## config.mk

```make
export PLATFORM = sky130hd
export DESIGN_NAME = stage_fifo_bus
export DESIGN_NICKNAME = d
export VERILOG_FILES = /design/src/rtl/stage_fifo_bus.sv
export SDC_FILE = /design/constraint.sdc
export NUM_CORES = 1
export LEC_CHECK = 0
export BUFFER_PORTS_ARGS = -buffer_cell sky130_fd_sc_hd__buf_2
export CAP_MARGIN = 20
export CORE_MARGIN = 1
export CORE_UTILIZATION = 29
export DETAILED_ROUTE_END_ITERATION = 6
export PLACE_DENSITY_LB_ADDON = 0.1
export REMOVE_ABC_BUFFERS = 1
export SLEW_MARGIN = 20
export SYNTH_ARGS = -nofsm -noshare
export SYNTH_HDL_FRONTEND = slang
export SYNTH_SLANG_ARGS = --single-unit
```

## constraint.sdc

```tcl
create_clock -name clk -period 5 [get_ports clk]
set_input_delay 1 -clock clk [delete_from_list [all_inputs] [get_ports clk]]
set_output_delay 1 -clock clk [all_outputs]
set_load 0.03 [all_outputs]
```

## src/rtl/stage_fifo_bus.sv

```systemverilog
// stage_fifo_bus: DEPTH-entry circular buffer carrying WIDTH-bit stage payloads
// between two pipeline stages (or IFU -> decode as a fetch queue). It is a
// valid/ready stage bus extended with a synchronous flush for redirects, an
// optional combinational m_ready -> s_ready path, and an occupancy count.
module stage_fifo_bus #(
    parameter int WIDTH      = 32,
    parameter int DEPTH      = 2,
    parameter int PIPE_READY = 0,
    localparam int CNT_W     = $clog2(DEPTH + 1)
) (
    input  logic             clk,
    input  logic             rst,
    input  logic             flush,
    input  logic             s_valid,
    output logic             s_ready,
    input  logic [WIDTH-1:0] s_data,
    output logic             m_valid,
    input  logic             m_ready,
    output logic [WIDTH-1:0] m_data,
    output logic [CNT_W-1:0] count,
    output logic             full,
    output logic             empty
);

    // Pointers need at least one bit even when DEPTH is 1.
    localparam int PTR_W = (DEPTH > 1) ? $clog2(DEPTH) : 1;
    localparam logic [PTR_W-1:0] LAST_PTR  = PTR_W'(DEPTH - 1);
    localparam logic [CNT_W-1:0] DEPTH_CNT = CNT_W'(DEPTH);

    logic [WIDTH-1:0] mem [DEPTH];
    logic [PTR_W-1:0] rd_ptr;
    logic [PTR_W-1:0] wr_ptr;
    logic             push;
    logic             pop;

    // Pointers wrap explicitly at DEPTH-1 so non-power-of-two depths work.
    function automatic logic [PTR_W-1:0] ptr_inc(input logic [PTR_W-1:0] p);
        return (p == LAST_PTR) ? '0 : p + PTR_W'(1);
    endfunction

    // Status flags come straight from the registered count, so they are
    // glitch-free and known as soon as reset is applied.
    assign full    = (count == DEPTH_CNT);
    assign empty   = (count == '0);
    assign m_valid = ~empty;

    // With PIPE_READY a full buffer still accepts when the head leaves in
    // the same cycle; otherwise s_ready depends only on stored state.
    generate
        if (PIPE_READY != 0) begin : g_pipe_ready
            assign s_ready = ~full | m_ready;
        end else begin : g_reg_ready
            assign s_ready = ~full;
        end
    endgenerate

    assign push   = s_valid & s_ready;
    assign pop    = m_valid & m_ready;
    assign m_data = mem[rd_ptr];

    // Pointer and occupancy bookkeeping; flush wins over any handshake in
    // the same cycle and leaves the buffer empty.
    always_ff @(posedge clk or negedge rst) begin
        if (!rst) begin
            rd_ptr <= '0;
            wr_ptr <= '0;
            count  <= '0;
        end else if (flush) begin
            rd_ptr <= '0;
            wr_ptr <= '0;
            count  <= '0;
        end else begin
            if (push) begin
                wr_ptr <= ptr_inc(wr_ptr);
            end
            if (pop) begin
                rd_ptr <= ptr_inc(rd_ptr);
            end
            if (push && !pop) begin
                count <= count + CNT_W'(1);
            end else if (pop && !push) begin
                count <= count - CNT_W'(1);
            end
        end
    end

    // Payload storage is deliberately not reset; a push dropped by flush
    // never becomes visible because the pointers are cleared alongside.
    always_ff @(posedge clk) begin
        if (push && !flush) begin
            mem[wr_ptr] <= s_data;
        end
    end

endmodule

```

* Word-level counts from Yosys, hierarchy flattened *
Memory sizes are Yosys's and may differ from the RTL's.
Cells that the tools add are included.

word-level totals
  bits in registers = 4
  ROM bits = 0
  input bits = 37
  word-level logic and storage cells = 34
  bits in latches = 0
  memories kept = 1
  memory bits (writable) = 64

memory list
  name  words  width  rd ports  clocked after Yosys merged registers in  write ports  line  RTL
  mem   2      32     1         0                                        1            30    logic [WIDTH-1:0] mem [DEPTH];

operators by class
  shift-type cells = 0
  div/mod/pow operators = 0
  mux-type cells = 11
  reductions and logical operators = 10
  add/subtract/negate cells = 4
  $mul = 0
  $lt $le $gt $ge = 0
  equal/unequal tests = 1
  bitwise gates (word level) = 4

operator list
  kind                 count
  $mux 1               8
  $mux 2               3
  $reduce_bool 2->1    2
  $logic_and 1x1->1    3
  $logic_not 1->1      3
  $reduce_bool 3->1    1
  $add 1x1->1 const B  2
  $add 2x1->2 const B  1
  $and 1x1->1          2
  $eq 2x2->1 const B   1
  $logic_not 2->1      1
  $not 1->1            2
  $sub 2x1->2 const B  1

* Logic depth before layout (Yosys ltp) *
  word-level depth = 8
  depth in mapped cells = 4

* Worst setup path after synthesis *
Ideal clock, no wire load.

  path type = input -> register
  start point = in s_valid
  end point = mem mem[1][0], enable pin
  buffers on the path = 0
  cell stages on the path = 2
  data arrival time = 3.458 ns
  slack = 1.074 ns
  path through = nand2_1 -> nor3b_1

between the ends
  cells in the longest elaborated chain, start to end = 4

ends and longest elaborated chain
  item                          line  RTL
  start: declaration            14    input logic s_valid,
  $and 1x1->1                   57    assign push = s_valid & s_ready;
  $logic_and 1x1->1             90    if (push && !flush) begin
  $mux 1                        90
  $mux 1 (not written as such)  91    mem[wr_ptr] <= s_data;
  end: declaration              30

Every way passes these cells.

* Worst setup path in the final report *
  start point = reg rd_ptr
  end point = out m_data[3]

between the ends
  cells in the longest elaborated chain, start to end = 1

ends and longest elaborated chain
  item                      line  RTL
  start: declaration        31    logic [PTR_W-1:0] rd_ptr;
  start signal: assignment  77    rd_ptr <= ptr_inc(rd_ptr);
  $mem_v2 2x32              -
  end: declaration          19    output logic [WIDTH-1:0] m_data,

Every way passes these cells.

==> results.tsv <==
stage	metric	value	unit
status	outcome	finished, final reports clean	
timing	final hold violation count	0	
pwr	Power per Cell Area	365.8	nW/um^2
final_layout	nets@finish	248	
logic_synthesis	Synth Register Bits	68	
timing	worst-case clock skew	0.006757	ns
global_route	GRT Total Usage	10.98	%
logic_synthesis	Post-Syn Area	2546	sq um
placement	placed cell area	3060	sq um
floorplan	die height	95.70	microns
floorplan	Initial Util	30.53	%
pwr	Gate power share	13.1	%
timing	Final Critical Period	2.969	ns
critical_path	Crit. End Element	output port	
pwr	Pint	879.5	uW
final_layout	most common cell after layout, fill and taps aside	buf_2	
clock_network	Setup Buffers After CTS	0	
floorplan	die area	9158	sq um
detailed_routing	M1 WL	1.988	mm
detailed_routing	WL/cell	14.54	microns
pwr	switching portion of total power	25.51	%
clock_network	cts-stage hold buffer count	0	
final_layout	antenna cells	0	
clock_network	clock root cell	clkbuf_8	
clock_network	clock buffer depth	2	
pwr	maximum VDD drop	137.8	uV
global_route	initial antenna violation count	0	
placement	count of buffers from port buffering	74	
critical_path	Setup CP Type	reg2out	
logic_synthesis	Synth Instances	127	
clock_network	CTS tree	yes	
timing	crit share post-route	59.38	%
logic_synthesis	sequential area share after synthesis	79.41	%
worst_hold_path	worst hold path type	in2async	
floorplan	Core ar.	8341	sq um
clock_network	# resized after CTS	0	
clock_network	H-tree levels	3	
logic_synthesis	share of the synthesized area in the top cell type	75.48	%
detailed_routing	drt drc	0	
pwr	Clk pwr share	31.4	%
placement	routability cong.	0.7456	
detailed_routing	max layer used	met4	
pwr	Leakage	0.001203	uW
logic_synthesis	Syn Area/Cell	20.05	sq um
timing	max_slew headroom	31.39	%
detailed_routing	wirelength, routed	4.667	mm
clock_network	clk sinks	68	
global_route	number of global-route vias before repair	1414	
detailed_routing	met2 WL post-DR	2.330	mm
floorplan	I/O Pins	75	
final_layout	Finished Cell Area	3228	sq um
placement	Setup WS pre-CTS	2.135	ns
global_route	first-pass GRT wire length	7.024	mm
detailed_routing	Vias/cell	4.299	
timing	RSZ-0062 raised after global routing	no	
floorplan	# rows	33	
timing	Max Fclk	336.8	MHz
detailed_routing	Detailed Routing Iterations Pass 1	4	
flow_run	max-cap violations	0	
global_route	total gr overflow	0	
floorplan	Die W	95.70	microns
detailed_routing	metal3 WL	295	microns
timing	Min Hold Slack	0.4660	ns
timing	final setup margin	2.031	ns
logic_synthesis	Ys Warns	0	
clock_network	Worst-path clk slew	0.07	ns
clock_network	Num CTS Buffers	9	
global_route	largest net degree at the start of global routing	22	
final_layout	most frequent cells in the layout	74 x buf_2, 64 x edfxtp_1, 32 x mux2_2, 9 x clkbuf_8	
pwr	Psw	301.2	uW
logic_synthesis	number of distinct library cells after synthesis	21	
timing	Worst Max-Slew Pin Slew	1.023	ns
critical_path	critical path peak fanout	21	
detailed_routing	via count	1380	
timing	endpoints failing setup	0	
placement	DPL Wire Length	3.273	mm
logic_synthesis	Synth area leader	edfxtp_1	
clock_network	Worst-Skew Late Latency	0.33	ns
detailed_routing	DRT iter0 DRCs	26	
detailed_routing	Final ANT Viol Nets	0	
logic_synthesis	Synth area leaders	edfxtp_1 75%, mux2_2 14%, dfrtp_1 3.9%, a21oi_1 0.79%, buf_2 0.79%	
critical_path	CP required	4.00	ns
timing	Sum Neg Setup Slack	0	ns
final_layout	fraction of final layout cells sized beyond drive strength 1	59.72	%
pwr	Sequential Power Share	55.6	%
final_layout	area delta synth->final	26.78	%
critical_path	Worst R2R Path Depth	4	
timing	Max Transition Viols Final	0	
critical_path	Critical Path AT	1.97	ns
critical_path	element type at the critical path start	flop	
[synth_stat cells]
master	number
a21o_2	1
a21oi_1	4
buf_2	4
dfrtp_1	4
edfxtp_1	64
inv_1	2
inv_2	1
mux2_2	32
mux2i_1	1
nand2_1	1
nand2b_4	1
nand3b_1	1
nor2_1	1
nor3_1	1
nor3b_1	2
o211ai_1	1
o21ai_0	2
or2_1	1
or2_2	1
or3_1	1
xor2_1	1
[metal layers]
layer  global-route usage, %  vias to the layer above
li1                        -                      662
met1                   12.94                      661
met2                   17.74                       51
met3                   3.633                        6
met4                   5.970                        0
met5                       0                        -
[final timing paths]
path / slack [ns] / startpoint / to
worst min-delay path: 0.47 / rst / count[0]
worst max register to register: 2.67 / count[0] / mem[1][7]
min in group clk: 0.59 / wr_ptr / wr_ptr
max in group asynchronous: 4.40 / rst / rd_ptr
worst min register to register: 0.59 / wr_ptr / wr_ptr
worst max-delay path: 2.03 / rd_ptr / m_data[3]
[registers in the layout (all words and copies together) (netlist names)]
| signal | count |
|---|---|
| wr_ptr | 1 |
| count | 2 |
| mem | 64 |
| rd_ptr | 1 |
[worst max-delay path, stage by stage (launching register included)]
cell     delay [ns]
dfrtp_1        0.67
buf_4          0.39
mux2_2         0.39
buf_2          0.18
[power groups by stage]
stage	clock [uW]	sequential (uW)	combinational, uW
2_1_floorplan	0	673	96.0
3_3_place_gp	0	668	155
3_5_place_dp	0	669	157
4_1_cts	389	657	158
5_1_grt	413	658	167
6_report	370	656	154
[through the flow]
step                      util (%)  cells  total power (uW)
after floorplan                  -    123             768.9
after global placement       36.69    305             822.3
after detailed placement     36.69    305             825.7
after CTS                    38.70    321              1203
after global routing         38.70    321              1237
final                        38.70    321              1181
[cell type report]
cell class | count | area [sq um]
clock inverters | 7 | 43.79
clock buffers | 9 | 123.9
inverters | 3 | 11.26
repair buffers | 77 | 392.9
well taps | 105 | 131.4
multi-input cells | 52 | 503.0
fillers | 814 | 5112
flip-flops and latches | 68 | 2022
[cell families after synthesis]
group | synth area share, %
buffers and inverters | 1.229
AO/OA/AOI/OAI | 1.818
XOR/XNOR | 0.3440
AND/OR/NAND/NOR | 2.653
flip-flops | 79.41
multiplexers | 14.55
Note: power is estimated with default switching activity, not from simulation.
